## src/rtl/field_select_pkg.sv

```systemverilog
`default_nettype none
// ============================================================================
//  Module      : field_select_pkg
//  Description : Shared types and helpers for the field_select_pipe slice:
//                skid-buffer state encoding and the field-offset helper.
//  Revision    : 1.0  initial parametrised, handshaked release
// ============================================================================
package field_select_pkg;

  // Occupancy of the two-entry skid buffer.
  typedef enum logic [1:0] {
    ST_EMPTY = 2'd0,
    ST_ONE   = 2'd1,
    ST_TWO   = 2'd2
  } buf_state_t;

  // Locates field `sel` in a packed word. `shift` is the bit offset of the
  // field's LSB; `err` flags a select index with no matching field, in which
  // case `shift` is zero and must not be used.
  function automatic void field_extract(
    input  int unsigned sel,
    input  int unsigned num_fields,
    input  int unsigned sel_w,
    input  int unsigned field_w,
    output int unsigned shift,
    output logic        err
  );
    err   = (sel >= num_fields);
    shift = err ? 0 : sel_w + sel * field_w;
  endfunction

endpackage
`default_nettype wire

```

## src/rtl/field_select_pipe_if.sv

```systemverilog
`default_nettype none
// ============================================================================
//  Module      : field_select_pipe_if
//  Description : Input word stream and selected-field output stream of
//                field_select_pipe. The block itself uses the slave modport,
//                the source/sink side uses master.
//  Revision    : 1.0  initial release
// ============================================================================
interface field_select_pipe_if #(
  parameter int DATA_W  = 16,
  parameter int FIELD_W = 3
);
  logic               i_valid;
  logic               o_ready;
  logic [DATA_W-1:0]  i_data;
  logic               o_valid;
  logic               i_ready;
  logic [FIELD_W-1:0] o_data;
  logic               o_err;

  modport master (
    output i_valid, i_data, i_ready,
    input  o_ready, o_valid, o_data, o_err
  );

  modport slave (
    input  i_valid, i_data, i_ready,
    output o_ready, o_valid, o_data, o_err
  );
endinterface
`default_nettype wire

```

## src/rtl/field_select_skid.sv

```systemverilog
`default_nettype none
// ============================================================================
//  Module      : field_select_skid
//  Description : Generic two-entry skid buffer. Main register M drives the
//                outputs, skid register S catches the word accepted while M
//                is still waiting. o_ready and o_valid are registers decoded
//                from the occupancy state, never combinational from i_ready.
//  Revision    : 1.0  initial release
// ============================================================================
module field_select_skid
  import field_select_pkg::*;
#(
  parameter type T = logic [3:0]
) (
  input  logic i_clk,
  input  logic i_rst,
  input  logic i_valid,
  output logic o_ready,
  input  T     i_data,
  output logic o_valid,
  input  logic i_ready,
  output T     o_data
);

  buf_state_t r_state;
  T           r_main;
  T           r_skid;
  logic       r_valid;
  logic       r_ready;

  // Occupancy FSM: moves words through M/S and registers the handshake outputs.
  always_ff @(posedge i_clk) begin
    if (i_rst) begin
      r_state <= ST_EMPTY;
      r_valid <= 1'b0;
      r_ready <= 1'b1;
      r_main  <= '0;
      r_skid  <= '0;
    end else begin
      case (r_state)
        ST_EMPTY: begin
          if (i_valid) begin
            r_main  <= i_data;
            r_valid <= 1'b1;
            r_state <= ST_ONE;
          end
        end
        ST_ONE: begin
          if (i_valid && i_ready) begin
            r_main <= i_data;
          end else if (i_valid) begin
            r_skid  <= i_data;
            r_ready <= 1'b0;
            r_state <= ST_TWO;
          end else if (i_ready) begin
            r_valid <= 1'b0;
            r_state <= ST_EMPTY;
          end
        end
        ST_TWO: begin
          // o_ready is low here, so i_valid cannot be accepted.
          if (i_ready) begin
            r_main  <= r_skid;
            r_ready <= 1'b1;
            r_state <= ST_ONE;
          end
        end
        default: begin
          r_state <= ST_EMPTY;
          r_valid <= 1'b0;
          r_ready <= 1'b1;
        end
      endcase
    end
  end

  assign o_ready = r_ready;
  assign o_valid = r_valid;
  assign o_data  = r_main;

endmodule
`default_nettype wire

```

## src/rtl/field_select_pipe.sv

```systemverilog
`default_nettype none
// ============================================================================
//  Module      : field_select_pipe
//  Description : Extracts the field addressed by the low SEL_W bits of each
//                input word and delivers it on a valid/ready stream through a
//                two-entry skid buffer. An index with no matching field yields
//                data 0 with o_err set.
//                Optional macro FIELD_SELECT_CNT_EN adds o_xfer_cnt (good
//                transfers, wrapping) and o_err_cnt (errored transfers,
//                saturating).
//  Revision    : 1.0  initial parametrised, handshaked release
// ============================================================================
module field_select_pipe
  import field_select_pkg::*;
#(
  parameter int FIELD_W    = 3,
  parameter int NUM_FIELDS = 4,
  parameter int DATA_W     = 16
) (
  input  logic                i_clk,
  input  logic                i_rst,
`ifdef FIELD_SELECT_CNT_EN
  output logic [15:0]         o_xfer_cnt,
  output logic [7:0]          o_err_cnt,
`endif
  field_select_pipe_if.slave  bus
);

  localparam int SEL_W = $clog2(NUM_FIELDS);

  typedef struct packed {
    logic [FIELD_W-1:0] data;
    logic               err;
  } entry_t;

  generate
    if (NUM_FIELDS < 2 || DATA_W < SEL_W + NUM_FIELDS * FIELD_W) begin : g_param_check
      $error("field_select_pipe: NUM_FIELDS must be >= 2 and DATA_W >= SEL_W + NUM_FIELDS*FIELD_W");
    end
  endgenerate

  entry_t      w_in;
  entry_t      w_out;
  int unsigned w_shift;
  logic        w_err;

  // Field extraction from the incoming word; registered by the skid buffer.
  always_comb begin
    field_extract(32'(bus.i_data[SEL_W-1:0]), NUM_FIELDS, SEL_W, FIELD_W, w_shift, w_err);
    w_in.err  = w_err;
    w_in.data = w_err ? '0 : FIELD_W'(bus.i_data >> w_shift);
  end

  field_select_skid #(
    .T (entry_t)
  ) u_skid (
    .i_clk   (i_clk),
    .i_rst   (i_rst),
    .i_valid (bus.i_valid),
    .o_ready (bus.o_ready),
    .i_data  (w_in),
    .o_valid (bus.o_valid),
    .i_ready (bus.i_ready),
    .o_data  (w_out)
  );

  assign bus.o_data = w_out.data;
  assign bus.o_err  = w_out.err;

`ifdef FIELD_SELECT_CNT_EN
  logic        w_xfer;
  logic [15:0] r_xfer_cnt;
  logic [7:0]  r_err_cnt;

  assign w_xfer = bus.o_valid & bus.i_ready;

  // Transfer statistics: good transfers wrap, errored transfers saturate.
  always_ff @(posedge i_clk) begin
    if (i_rst) begin
      r_xfer_cnt <= '0;
      r_err_cnt  <= '0;
    end else if (w_xfer) begin
      if (w_out.err) begin
        if (r_err_cnt != 8'hFF) r_err_cnt <= r_err_cnt + 8'd1;
      end else begin
        r_xfer_cnt <= r_xfer_cnt + 16'd1;
      end
    end
  end

  assign o_xfer_cnt = r_xfer_cnt;
  assign o_err_cnt  = r_err_cnt;
`endif

endmodule
`default_nettype wire

```

## src/flat_wrapper.sv

```systemverilog
// flat-port wrapper written by rule: the top's interface ports become plain ports
module field_select_pipe_flat import field_select_pkg::*;
#(
  parameter int FIELD_W    = 3,
  parameter int NUM_FIELDS = 4,
  parameter int DATA_W     = 16
)
  (i_clk, i_rst, bus_i_valid, bus_i_data, bus_i_ready, bus_o_ready, bus_o_valid, bus_o_data, bus_o_err);
  field_select_pipe_if #(.DATA_W(DATA_W), .FIELD_W(FIELD_W)) bus_i ();
  input  logic i_clk;
  input  logic i_rst;
  input wire logic [$bits(bus_i.i_valid)-1:0] bus_i_valid;
  input wire logic [$bits(bus_i.i_data)-1:0] bus_i_data;
  input wire logic [$bits(bus_i.i_ready)-1:0] bus_i_ready;
  output wire logic [$bits(bus_i.o_ready)-1:0] bus_o_ready;
  output wire logic [$bits(bus_i.o_valid)-1:0] bus_o_valid;
  output wire logic [$bits(bus_i.o_data)-1:0] bus_o_data;
  output wire logic [$bits(bus_i.o_err)-1:0] bus_o_err;
  assign bus_i.i_valid = bus_i_valid;
  assign bus_i.i_data = bus_i_data;
  assign bus_i.i_ready = bus_i_ready;
  assign bus_o_ready = bus_i.o_ready;
  assign bus_o_valid = bus_i.o_valid;
  assign bus_o_data = bus_i.o_data;
  assign bus_o_err = bus_i.o_err;
  field_select_pipe #(.FIELD_W(FIELD_W), .NUM_FIELDS(NUM_FIELDS), .DATA_W(DATA_W)) u_core (.i_clk(i_clk), .i_rst(i_rst), .bus(bus_i));
endmodule
```

## config.mk

```make
export PLATFORM = sky130hd
export DESIGN_NAME = field_select_pipe_flat
export DESIGN_NICKNAME = d
export VERILOG_FILES = /design/src/rtl/field_select_pkg.sv /design/src/rtl/field_select_pipe_if.sv /design/src/rtl/field_select_skid.sv /design/src/rtl/field_select_pipe.sv /design/src/flat_wrapper.sv
export SDC_FILE = /design/constraint.sdc
export NUM_CORES = 1
export LEC_CHECK = 0
export CAP_MARGIN = 25
export CORE_AREA = 2 2 39 41
export CTS_BUF_LIST = sky130_fd_sc_hd__clkbuf_8
export DETAILED_ROUTE_END_ITERATION = 12
export DIE_AREA = 0 0 41 43
export PLACE_DENSITY = 0.89
export SLEW_MARGIN = 20
export SYNTH_ARGS = -nofsm -noshare
export SYNTH_HDL_FRONTEND = slang
export SYNTH_SLANG_ARGS = --single-unit
```

## constraint.sdc

```tcl
create_clock -name i_clk -period 2.35 [get_ports i_clk]
set_clock_uncertainty 0.05 [all_clocks]
set_input_delay 0.47 -clock i_clk [delete_from_list [all_inputs] [get_ports i_clk]]
set_output_delay 0.47 -clock i_clk [all_outputs]
set_load 0.005 [all_outputs]
```

==> flow_summary.json <==
{
  "outcome": "complete, no violations",
  "timing.final.crit_share_pct": 78.4,
  "wl_per_cell_um": 13.0,
  "diodes": 0,
  "worstHoldStart": "u_core.u_skid.r_skid[2]",
  "htree_levels": 1,
  "syn_to_final_growth_pct": 49.0,
  "synth_ff_type": "dfxtp_1",
  "muxShareOfSynthArea_pct": 24.4,
  "cts_sinks": 10,
  "postCtsHoldBufs": 0,
  "netlist_instances": 54,
  "synth_fp_nets": 74,
  "synth_top_family_by_area": "multiplexers",
  "netlist.top_cell.by_area": "dfxtp_1",
  "peakVddDrop_mv": 0.316,
  "cp_slowest_stage_delay_ns": 0.59,
  "ys_seq_area_share_pct": 35.2,
  "fin_crit_ns": 1.84,
  "start_kind": "input pin",
  "drive_above_1_share_pct": 9.09,
  "clock_latency_ns": 0.24,
  "ctsRootBufferMaster": "clkbuf_8",
  "routabilityCongestion": 0.708,
  "final.setup.tns_ns": 0,
  "post-place-ws_ns": 0.245,
  "synth-xor-area-share_pct": 0,
  "grt_remaining_overflow": 0,
  "chipWidth_um": 41,
  "drt_iter0_markers": 7,
  "p_leak_nw": 0.343,
  "hold_path.class": "reg -> reg",
  "drc": 0,
  "p_per_area_nw_per_um2": 598,
  "grt_pass1_vias": 534,
  "finalSetupViolCount": 0,
  "hold_viol_final": 0,
  "synth_top_area_share_pct": 35.2,
  "drtPass1Iterations": 4,
  "synth.cell_area_um2": 569,
  "ios": 26,
  "cp.arrival_ns": 1.90,
  "reg2reg_depth": 3,
  "crit_type": "in -> reg",
  "grt_pass1_wl_um": 2050,
  "via_count": 521,
  "postCtsSetupBuffers": 0,
  "endpoint_kind": "flip-flop",
  "coreArea_um2": 1380,
  "startpoint": "bus_i_data[0]",
  "setup_slack_ns": 0.507,
  "fmax_mhz": 543,
  "grt_max_degree": 11,
  "clk_pin_slew_ns": 0.05,
  "synth_compound_area_share_pct": 18.9,
  "rsz0062_at_grt": "false",
  "worstPathRequired_ns": 2.41,
  "synth_cell_types": 23,
  "reg2reg_to": "u_core.u_skid.o_data[3]",
  "clk_path_buf_depth": 2,
  "path_max_fanout": 3,
  "r2r_slack_ns": 0.99,
  "synth.avg_cell_area_um2": 10.5,
  "rr_startpoint": "u_core.u_skid.r_state[1]",
  "die_y_um": 43,
  "viasPerCell": 5.60,
  "dieArea_um2": 1760,
  "yosysMostFrequentCell": "dfxtp_1",
  "portBuffers": 22,
  "crit_slowest_cell": "mux4_1",
  "antenna_found_initial": 0,
  "ys_warn_count": 0,
  "ant_nets": 0,
  "yosys-top-cells-area": "dfxtp_1, mux4_1, mux2i_1",
  "final_max_slew_viol_count": 0,
  "synth_edf_count": 0,
  "std_cell_rows": 14,
  "min_path_cells": 2,
  "nets": 98,
  "drv_cap": 0,
  "cts_tree": "done",
  "path_cells": "clkdlybuf4s50_1 -> mux4_1 -> mux2i_1 -> a211oi_1",
  "synth-seq-cells": 10,
  "grt.total_usage_pct": 17.4,
  "synth_async_sr_flop_share_pct": 0,
  "min_to": "u_core.u_skid.r_skid[2]",
  "cts_buffers": 3,
  "wirelength_um": 1210,
  "synthAdderAreaFrac_pct": 0,
  "synthSimpleGateAreaFrac_pct": 18.0,
  "ctsResizeCount": 0,
  "synthTopCellsByCount": "dfxtp_1, a211oi_1, mux2i_1",
  "start_util_pct": 41.1
}
[sequential cells by signal (all words and copies together), names as in the netlist]
name	count
u_core.u_skid.o_data	3
u_core.u_skid.r_skid	3
u_core.u_skid.r_state	2
u_core.u_skid.o_ready	1
u_core.u_skid.o_valid	1
[logic make-up after synthesis]
logic type,Yosys count
other,1
AND/OR/NAND/NOR,16
AO/OA/AOI/OAI,15
flip-flops,10
buffers and inverters,3
multiplexers,9
[report_power, final]
part | switching (mW) | internal (mW)
Combinational | 0.0322 | 0.0659
Clock | 0.0698 | 0.147
Sequential | 0.00964 | 0.182
[how the worst max path moves through the flow]
| stage | to | slack, ns | depth (start not counted) |
|---|---|---|---|
| floorplan | u_core.u_skid.o_data[1] | 0.95 | 3 |
| global placement | u_core.u_skid.o_data[3] | 0.29 | 4 |
| detailed placement | u_core.u_skid.o_data[3] | 0.25 | 4 |
| CTS | u_core.u_skid.o_data[3] | 0.49 | 4 |
| global route | u_core.u_skid.o_data[3] | 0.45 | 4 |
| finish | u_core.u_skid.o_data[3] | 0.51 | 4 |
[cells in the final DEF, fill, tap and decap left out]
cell / instances
a21oi_1: 3
o21bai_1: 3
clkdlybuf4s50_1: 22
mux4_1: 3
nor3_1: 1
and4bb_2: 1
nand2_1: 1
clkbuf_8: 4
o21ba_2: 1
nand3b_1: 2
and3b_1: 1
or2b_2: 1
or3b_1: 1
nand2b_1: 2
dfxtp_1: 10
a211oi_1: 6
and2_1: 1
nor2_1: 4
mux2i_1: 6
a21o_1: 2
nor2b_1: 1
conb_1: 1
[stage by stage]
step | hold slack (ns) | power, mW | utilization (%) | cells | cell area, um^2
2_1_floorplan | 0.410 | 0.241 | - | 54 | 569
3_3_place_gp | 0.423 | 0.290 | 57.3 | 89 | 793
3_5_place_dp | 0.435 | 0.294 | 57.3 | 89 | 793
4_1_cts | 0.446 | 0.513 | 61.3 | 93 | 848
5_1_grt | 0.480 | 0.530 | 61.3 | 93 | 848
6_report | 0.445 | 0.507 | 61.3 | 93 | 848
[cell type report]
cell class                 instances  area, um^2
multi-input combinational         41         353
timing repair buffer              22         220
tap                               16        20.0
clock buffer                       4        55.1
fill                             126         536
sequential                        10         200
[critical path, delay by kind of cell]
kind / cells / cell delay (ns)
compound gates: 1 / 0.10
buf+inv: 1 / 0.54
mux: 2 / 0.79
[layer usage]
layer  track usage [%]  up-vias  part of all wire [%]
li1                  -      252                     -
met1              16.8      240                    39
met2              30.0       24                    51
met3              5.24        5                   7.4
met4              10.0        0                   2.8
met5                 0        -                     0
No activity file was read; power rests on OpenSTA's default activity.
